## src/rtl/text_pkg.sv

```systemverilog
// Shared geometry, control codes and sweep FSM states for the 7x20 character buffer.
package text_pkg;

    localparam int ROWS   = 7;
    localparam int COLS   = 20;
    localparam int CELLS  = 140;
    localparam int CHAR_W = 8;

    localparam logic [CHAR_W-1:0] SPACE    = 8'h20;
    localparam logic [CHAR_W-1:0] LF       = 8'h0A;
    localparam logic [CHAR_W-1:0] CR       = 8'h0D;
    localparam logic [CHAR_W-1:0] BS       = 8'h08;
    localparam logic [CHAR_W-1:0] FF       = 8'h0C;
    localparam logic [CHAR_W-1:0] PRINT_LO = 8'h20;
    localparam logic [CHAR_W-1:0] PRINT_HI = 8'h7E;

    localparam logic [3:0] LAST_ROW        = 4'd6;
    localparam logic [5:0] LAST_COL        = 6'd19;
    localparam logic [7:0] LAST_CELL       = 8'd139;
    localparam logic [7:0] SCROLL_COPY_END = 8'd120;
    localparam logic [7:0] ROW_STRIDE      = 8'd20;

    typedef enum logic [1:0] {
        IDLE,
        CLEAR,
        SCROLL
    } state_e;

    function automatic logic [7:0] cell_index(input logic [3:0] row, input logic [5:0] col);
        return ({4'b0, row} * ROW_STRIDE) + {2'b0, col};
    endfunction

endpackage

```

## src/rtl/text_buffer.sv

```systemverilog
// Character buffer with cursor, control-code handling and clear/scroll sweeps
// that rewrite one cell per cycle while input is stalled.
module text_buffer
    import text_pkg::*;
(
    input  logic              clk,
    input  logic              reset,
    input  logic [CHAR_W-1:0] in_data,
    input  logic              in_valid,
    output logic              in_ready,
    input  logic [3:0]        rin,
    input  logic [5:0]        cin,
    output logic [CHAR_W-1:0] charout,
    output logic [3:0]        cur_row,
    output logic [5:0]        cur_col,
    output logic              busy
);

    logic [CHAR_W-1:0] mem_q [CELLS];

    state_e      state_q, state_d;
    logic [7:0]  idx_q, idx_d;
    logic [3:0]  row_q, row_d;
    logic [5:0]  col_q, col_d;

    logic              we;
    logic [7:0]        waddr;
    logic [CHAR_W-1:0] wdata;
    logic              newline;
    logic              inRange;
    logic [7:0]        readIdx;

    always_ff @(posedge clk or posedge reset) begin
        if (reset) begin
            state_q <= CLEAR;
            idx_q   <= '0;
            row_q   <= '0;
            col_q   <= '0;
        end else begin
            state_q <= state_d;
            idx_q   <= idx_d;
            row_q   <= row_d;
            col_q   <= col_d;
        end
    end

    // Contents are left undefined by reset; the CLEAR sweep entered on reset defines them.
    always_ff @(posedge clk) begin
        if (we) begin
            mem_q[waddr] <= wdata;
        end
    end

    always_comb begin
        state_d = state_q;
        idx_d   = idx_q;
        row_d   = row_q;
        col_d   = col_q;
        we      = 1'b0;
        waddr   = '0;
        wdata   = SPACE;
        newline = 1'b0;

        case (state_q)
            IDLE: begin
                if (in_valid) begin
                    if (in_data >= PRINT_LO && in_data <= PRINT_HI) begin
                        we    = 1'b1;
                        waddr = cell_index(row_q, col_q);
                        wdata = in_data;
                        if (col_q == LAST_COL) begin
                            newline = 1'b1;
                        end else begin
                            col_d = col_q + 6'd1;
                        end
                    end else if (in_data == LF || in_data == CR) begin
                        newline = 1'b1;
                    end else if (in_data == BS) begin
                        if (row_q != '0 || col_q != '0) begin
                            if (col_q == '0) begin
                                row_d = row_q - 4'd1;
                                col_d = LAST_COL;
                            end else begin
                                col_d = col_q - 6'd1;
                            end
                            we    = 1'b1;
                            waddr = cell_index(row_d, col_d);
                            wdata = SPACE;
                        end
                    end else if (in_data == FF) begin
                        state_d = CLEAR;
                        idx_d   = '0;
                        row_d   = '0;
                        col_d   = '0;
                    end
                end

                // Moving past the bottom row scrolls instead of leaving the screen.
                if (newline) begin
                    col_d = '0;
                    if (row_q == LAST_ROW) begin
                        state_d = SCROLL;
                        idx_d   = '0;
                    end else begin
                        row_d = row_q + 4'd1;
                    end
                end
            end

            CLEAR, SCROLL: begin
                we    = 1'b1;
                waddr = idx_q;
                if (state_q == SCROLL && idx_q < SCROLL_COPY_END) begin
                    wdata = mem_q[idx_q + ROW_STRIDE];
                end else begin
                    wdata = SPACE;
                end
                if (idx_q == LAST_CELL) begin
                    state_d = IDLE;
                    idx_d   = '0;
                end else begin
                    idx_d = idx_q + 8'd1;
                end
            end

            default: begin
                state_d = CLEAR;
                idx_d   = '0;
            end
        endcase
    end

    assign inRange  = (rin < 4'(ROWS)) && (cin < 6'(COLS));
    assign readIdx  = inRange ? cell_index(rin, cin) : '0;
    assign charout  = inRange ? mem_q[readIdx] : SPACE;

    assign in_ready = (state_q == IDLE);
    assign busy     = ~in_ready;
    assign cur_row  = row_q;
    assign cur_col  = col_q;

endmodule

```

## config.mk

```make
export PLATFORM = sky130hd
export DESIGN_NAME = text_buffer
export DESIGN_NICKNAME = d
export VERILOG_FILES = /design/src/rtl/text_pkg.sv /design/src/rtl/text_buffer.sv
export SDC_FILE = /design/constraint.sdc
export NUM_CORES = 2
export LEC_CHECK = 0
export ABC_AREA = 1
export ABC_CLOCK_PERIOD_IN_PS = 6900
export CAP_MARGIN = 20
export CORE_ASPECT_RATIO = 0.5
export CORE_UTILIZATION = 45
export CTS_CLUSTER_DIAMETER = 120
export CTS_CLUSTER_SIZE = 14
export DETAILED_ROUTE_END_ITERATION = 12
export SYNTH_ARGS = -nofsm -noshare
export SYNTH_HDL_FRONTEND = slang
export SYNTH_SLANG_ARGS = --single-unit
```

## constraint.sdc

```tcl
create_clock -name clk -period 6.9 [get_ports clk]
set_clock_uncertainty 0.2 [all_clocks]
set_input_delay 1.38 -clock clk [delete_from_list [all_inputs] [get_ports clk]]
set_output_delay 1.38 -clock clk [all_outputs]
set_load 0.03 [all_outputs]
```

-- Word level (Yosys, flattened, before mapping)
Memory sizes are Yosys's and may differ from the RTL's.
Index checks and enable logic that the tools add are counted.
- bits in registers: 20
- bits in writable memories: 1120
- output and inout port bits: 20
- logic and storage cells: 122
- memories kept: 1
- memories (name ; words ; width ; read ports ; clocked after Yosys merged registers in ; wr ports ; RTL line ; RTL):
    mem_q ; 140 ; 8 ; 2 ; 0 ; 1 ; text_buffer.sv:19 ; logic [CHAR_W-1:0] mem_q [CELLS];
- $add $sub $neg: 9
- multipliers: 3
- $lt $le $gt $ge: 5
- eq/ne operators: 13
- multiplexer cells: 73
- bitwise logic cells: 1
- reductions and logical operators: 13
- operators with widths (kind ; count):
    $mux 8 ; 18
    $mux 6 ; 15
    $mux 4 ; 15
    $pmux 8 s2 ; 3
    $eq 8x4->1 const B ; 4
    $add 8x6->8 ; 3
    $mul 4x3->6 const B ; 3
    $mux 2 ; 8
    $mux 1 ; 12
    $add 8x1->8 const B ; 1
    $add 8x5->8 const B ; 1
    $eq 8x8->1 const B ; 1
    $ge 8x6->1 const B ; 1
    $le 8x7->1 const B ; 1
    $lt 8x7->1 const B ; 1
    $reduce_bool 4->1 ; 2
    $add 6x1->6 const B ; 1
    $eq 6x5->1 const B ; 1
    $logic_not 6->1 ; 1
    $lt 6x5->1 const B ; 1
    $ne 3x2->1 const B ; 2
    $reduce_and 6->1 ; 1
    $reduce_bool 6->1 ; 1
    $sub 6x1->6 const B ; 1
    16 further kinds ; 19

-- Longest topological paths before layout
- depth after elaboration: 16
- mapped depth: 21
- gate-level depth less buffers: 20

-- Least setup slack after synthesis
No wires, ideal clock.
- kind: reg-to-reg
- start point: register idx_q[2]
- end point: memory mem_q[0][1], data pin
- library setup time: 954 ps
- data arrival time: 6164 ps
- setup slack: -418 ps
- cell stages (with the launch flop): 15
- buffers on the path: 4
- clock period less this slack: 7318 ps
- cell sequence: dfrtp_1 > clkinv_1 > clkbuf_1 > clkbuf_1 > ha_1 > clkbuf_1 > clkbuf_1 > nor3_1 > nand2_1 > nand3_1 > nand3_1 > nand3_1 > nand3_1 > nand3_1 > a21oi_1
- longest elaborated chain between the ends: 4
- elaborated cells between the ends (all ways): 6
- ends and longest elaborated chain (element ; RTL line ; RTL):
    start, declared ; text_buffer.sv:22 ; logic [7:0] idx_q, idx_d;
    start signal, assigned ; text_buffer.sv:41 ; idx_q <= idx_d;
    $add 8x5->8 / $lt 8x7->1 (equally long branches) ; text_buffer.sv:114, text_buffer.sv:113 ;
    $mem_v2 140x8 / $logic_and 1x1->1 (equally long branches) ; - ;
    $mux 8 (*) ; text_buffer.sv:113 ; if (state_q == SCROLL && idx_q < SCROLL_COPY_END) begin
    $pmux 8 s2 (*) ; text_buffer.sv:64 ; case (state_q)
    via wdata[1] ; text_buffer.sv:28 ; logic [CHAR_W-1:0] wdata;
    end, declared ; text_buffer.sv:19 ;
The timed path passes the listed nets; every way through them passes the cells marked *.

-- Worst setup path in the final report
- start point: input port rin[1]
- end point: output port charout[1]
- longest elaborated chain between the ends: 5
- elaborated cells between the ends (all ways): 7
- ends and longest elaborated chain (element ; RTL line ; RTL):
    start, declared ; text_buffer.sv:11 ; input logic [3:0] rin,
    $mul 4x3->6 / $lt 4x3->1 (equally long branches) ; text_pkg.sv:30, text_buffer.sv:133 ;
    $add 8x6->8 / $logic_and 1x1->1 (equally long branches) ; text_pkg.sv:30, text_buffer.sv:133 ;
    $mux 8 ; text_buffer.sv:134 ; assign readIdx = inRange ? cell_index(rin, cin) : '0;
    $mem_v2 140x8 ; - ;
    $mux 8 (*) ; text_buffer.sv:135 ; assign charout = inRange ? mem_q[readIdx] : SPACE;
    end, declared ; text_buffer.sv:13 ; output logic [CHAR_W-1:0] charout,
Mark *: on every way between the ends. The rest lies on a longest branch, timed or not.

==> results.ini <==
[clocking]
clock_path_buffers = 3
insertion_delay_ns = 0.74
root_buffer = clkbuf_16
cts_buffers = 91
cts_setup_buffers = 0
cts_htree_levels = 3
cts_tree = built
clkTransAtPathRegs_ns = 0.07
numClockSinks = 1140

[critical_path]
arrival_ns = 5.37
cp_top_family = simple AND/OR/NAND/NOR gates
required_ns = 5.32
crit_fanout = 8
slowest_stage = clkdlybuf4s50_1
reg2reg_from = cur_col[0]
crit_chain = clkdlybuf4s50_1 > ha_1 > ha_1 > ha_1 > nand2_1 > inv_1 > nor3_2 > inv_1 > buf_4 > nand3_1 > nand3_1 > nand3_1 > nand2_1 > inv_1 > buf_12
setup.worst_path.end_class = output pin
worstSetupPathType = input port to output pin
cp_num_buf_inv = 6
max_stage_delay_ns = 0.59
startpoint = rin[1]
startpoint_type = input port

[synthesis]
async_reset_ff_share_pct = 1.75
synth_edf_count = 1120
synth_top_area_cell = edfxtp_1
ys_seq_area_share_pct = 57.7
syn-num-nets = 6601
synth_seq_cells = 1140
syn_avg_cell_area_um2 = 9.04
synth.area.top_cells = edfxtp_1, nand3_1, nand2_1, o21ai_0, nor2_1
syn-cell-area_um2 = 59100
synth_warnings = 0
syn_inst = 6541
synth_flop_cell = edfxtp_1
ys_types = 58
synth_top_area_share_pct = 56.9

[sta]
finalSetupViolations = 1
fin_ws_ns = -0.0491
hold_viol = 0
rsz0062_at_grt = false
period_share_pct = 101
maxSlewHeadroom_pct = 16.5
whs_ns = 0.412
layout_min_cycle_time_ns = 6.95
fmaxAchievable_ghz = 0.144
drv_slew = 0
worstMarginPinSlew_ns = 1.25

[worst_hold_path]
min-delay-start = state_q[0]
hp-class = flip-flop to flip-flop

[outcome]
violations = setup timing
status = complete, but fails checks

[power_and_ir_drop]
p_leak_nw = 25.2
powerDensity_nw_per_um2 = 200
worst_ir_drop_vdd_uv = 188
power_mw = 13.2

[routing]
avgRoutedWirePerCell_um = 28.0
drtPass1Iterations = 6
via_per_inst = 6.43
first_iter_violations = 8843
route.antenna.remaining_nets = 0
wirelength_um = 232000
vias = 53300
drc_errors = 0

[grt]
grt_busiest_layer = met2
antenna_found_initial = 15
use_met2_pct = 49.2
grtUsageTotal_pct = 34.2
first_global_vias = 49500
gr-total-overflow = 0
use_met1_pct = 48.6
gr-usage-met3_pct = 9.94
grt_max_degree = 145
grt_pass1_wl_um = 335000

[floorplan]
core_um2 = 130000
die_height_um = 258
io_pins = 41
initial_utilization_pct = 45.7
dieArea_um2 = 133000
rows = 93
die_w_um = 515

[final_layout]
final-instance-count-excl-fill = 8286
syn_to_final_growth_pct = 11.2
fill_cells = 11600
layout.nets = 6567
postLayoutCellArea_um2 = 65800
multi_input_comb_area_um2 = 22300
register_area_um2 = 34100
final_cell_mix = nand2_1, nand3_1, edfxtp_1
layout_commonest_cell = nand2_1
drive_above_1_share_pct = 8.33

[flow_run]
cap_violations = 0

[placed_design]
place_hpwl_um = 145000
io_buffers = 40
dpl_cell_area_um2 = 63200
place_inst = 8170
place.gp.congestion = 0.948

-- power by group --
part / leakage, nW / switching [mW] / total [mW] / internal (mW)
Sequential: 8.79 / 0 / 7.48 / 7.48
Clock: 1.20 / 2.53 / 4.95 / 2.43
Combinational: 15.2 / 0.552 / 0.757 / 0.205
-- stage by stage --
step | setup WS (ns) | utilization [%] | setup TNS (ns)
5_1_grt | 0.0161 | 50.8 | 0
3_3_place_gp | -0.0633 | 48.8 | -0.149
6_report | -0.0491 | 50.8 | -0.0491
4_1_cts | 0.00187 | 50.7 | 0
2_1_floorplan | 1.38 | - | 0
3_5_place_dp | -0.0546 | 48.8 | -0.184
-- what timing repair did --
action | 4_1_cts | 5_1_grt
hold buffers | 0 | 0
endpoints found under the setup margin | 5 | 6
resized for setup | 5 | 10
-- registers in the layout, indices dropped and copies added, names as in the netlist --
register and flops:
state_q 2, idx_q 8, mem_q 1120, cur_row 4, cur_col 6
-- path summary, 6_finish.rpt --
check | slack (ns) | depth (start not counted) | endpoint
min | 0.41 | 2 | state_q[0]
max in group asynchronous | 4.96 | 2 | idx_q[1]
max reg2reg | 1.45 | 16 | mem_q[6][5]
min reg2reg | 0.41 | 2 | state_q[0]
max | -0.05 | 15 | charout[1]
min in group asynchronous | 0.92 | 2 | cur_col[1]
-- cell usage after synthesis, types with 3 or more instances --
master / number
a221oi_1: 13
clkbuf_1: 346
dfrtp_1: 19
o21ai_0: 380
a21boi_0: 7
nand3_1: 1427
buf_4: 6
nand2_4: 6
buf_1: 47
nand2_2: 11
o221ai_1: 3
nand3_2: 3
clkinv_1: 3
xnor2_1: 3
buf_2: 100
a211oi_1: 6
a21oi_1: 335
nor2_4: 6
inv_1: 206
o21ai_2: 5
nor2_1: 452
o22ai_1: 118
nand2_1: 1614
nor3_1: 91
ha_1: 33
o2111ai_1: 16
buf_6: 6
mux2i_1: 20
o211ai_1: 58
xor2_1: 19
nand4_1: 8
inv_2: 7
fa_1: 6
nor2_2: 9
o21ai_1: 4
edfxtp_1: 1120
nand3_4: 3
-- per-layer routing --
layer	vias to the layer above	routed length (µm)
li1	22900	-
met1	25600	90100
met2	4190	97000
met3	561	35800
met4	14	9030
met5	-	84
-- worst min-delay path: stages (launching register included) --
cell and delay (ns):
dfstp_2 0.38, a21oi_1 0.12, o22ai_1 0.10
-- kinds of logic after synthesis --
group	count (synthesis)	synth area share (%)
adders and majority gates	39	0.901
muxes	20	0.339
xor gates and xnor gates	22	0.326
and+or+nand+nor	3638	26.8
AOI/OAI and AO/OA	959	9.02
buffers and inverters	723	4.93
DFF	1140	57.7
-- final cells by class --
class                      count  share of cell area (%)
timing repair buffer         378                    5.80
inverter                     218                    1.31
tap                         1757                    3.34
sequential                  1140                    51.9
clock buffer                 102                    3.62
antenna                        8                  0.0304
multi-input combinational   4678                    33.9
clock inverter                 5                   0.101
(Power assumes the default switching activity.)
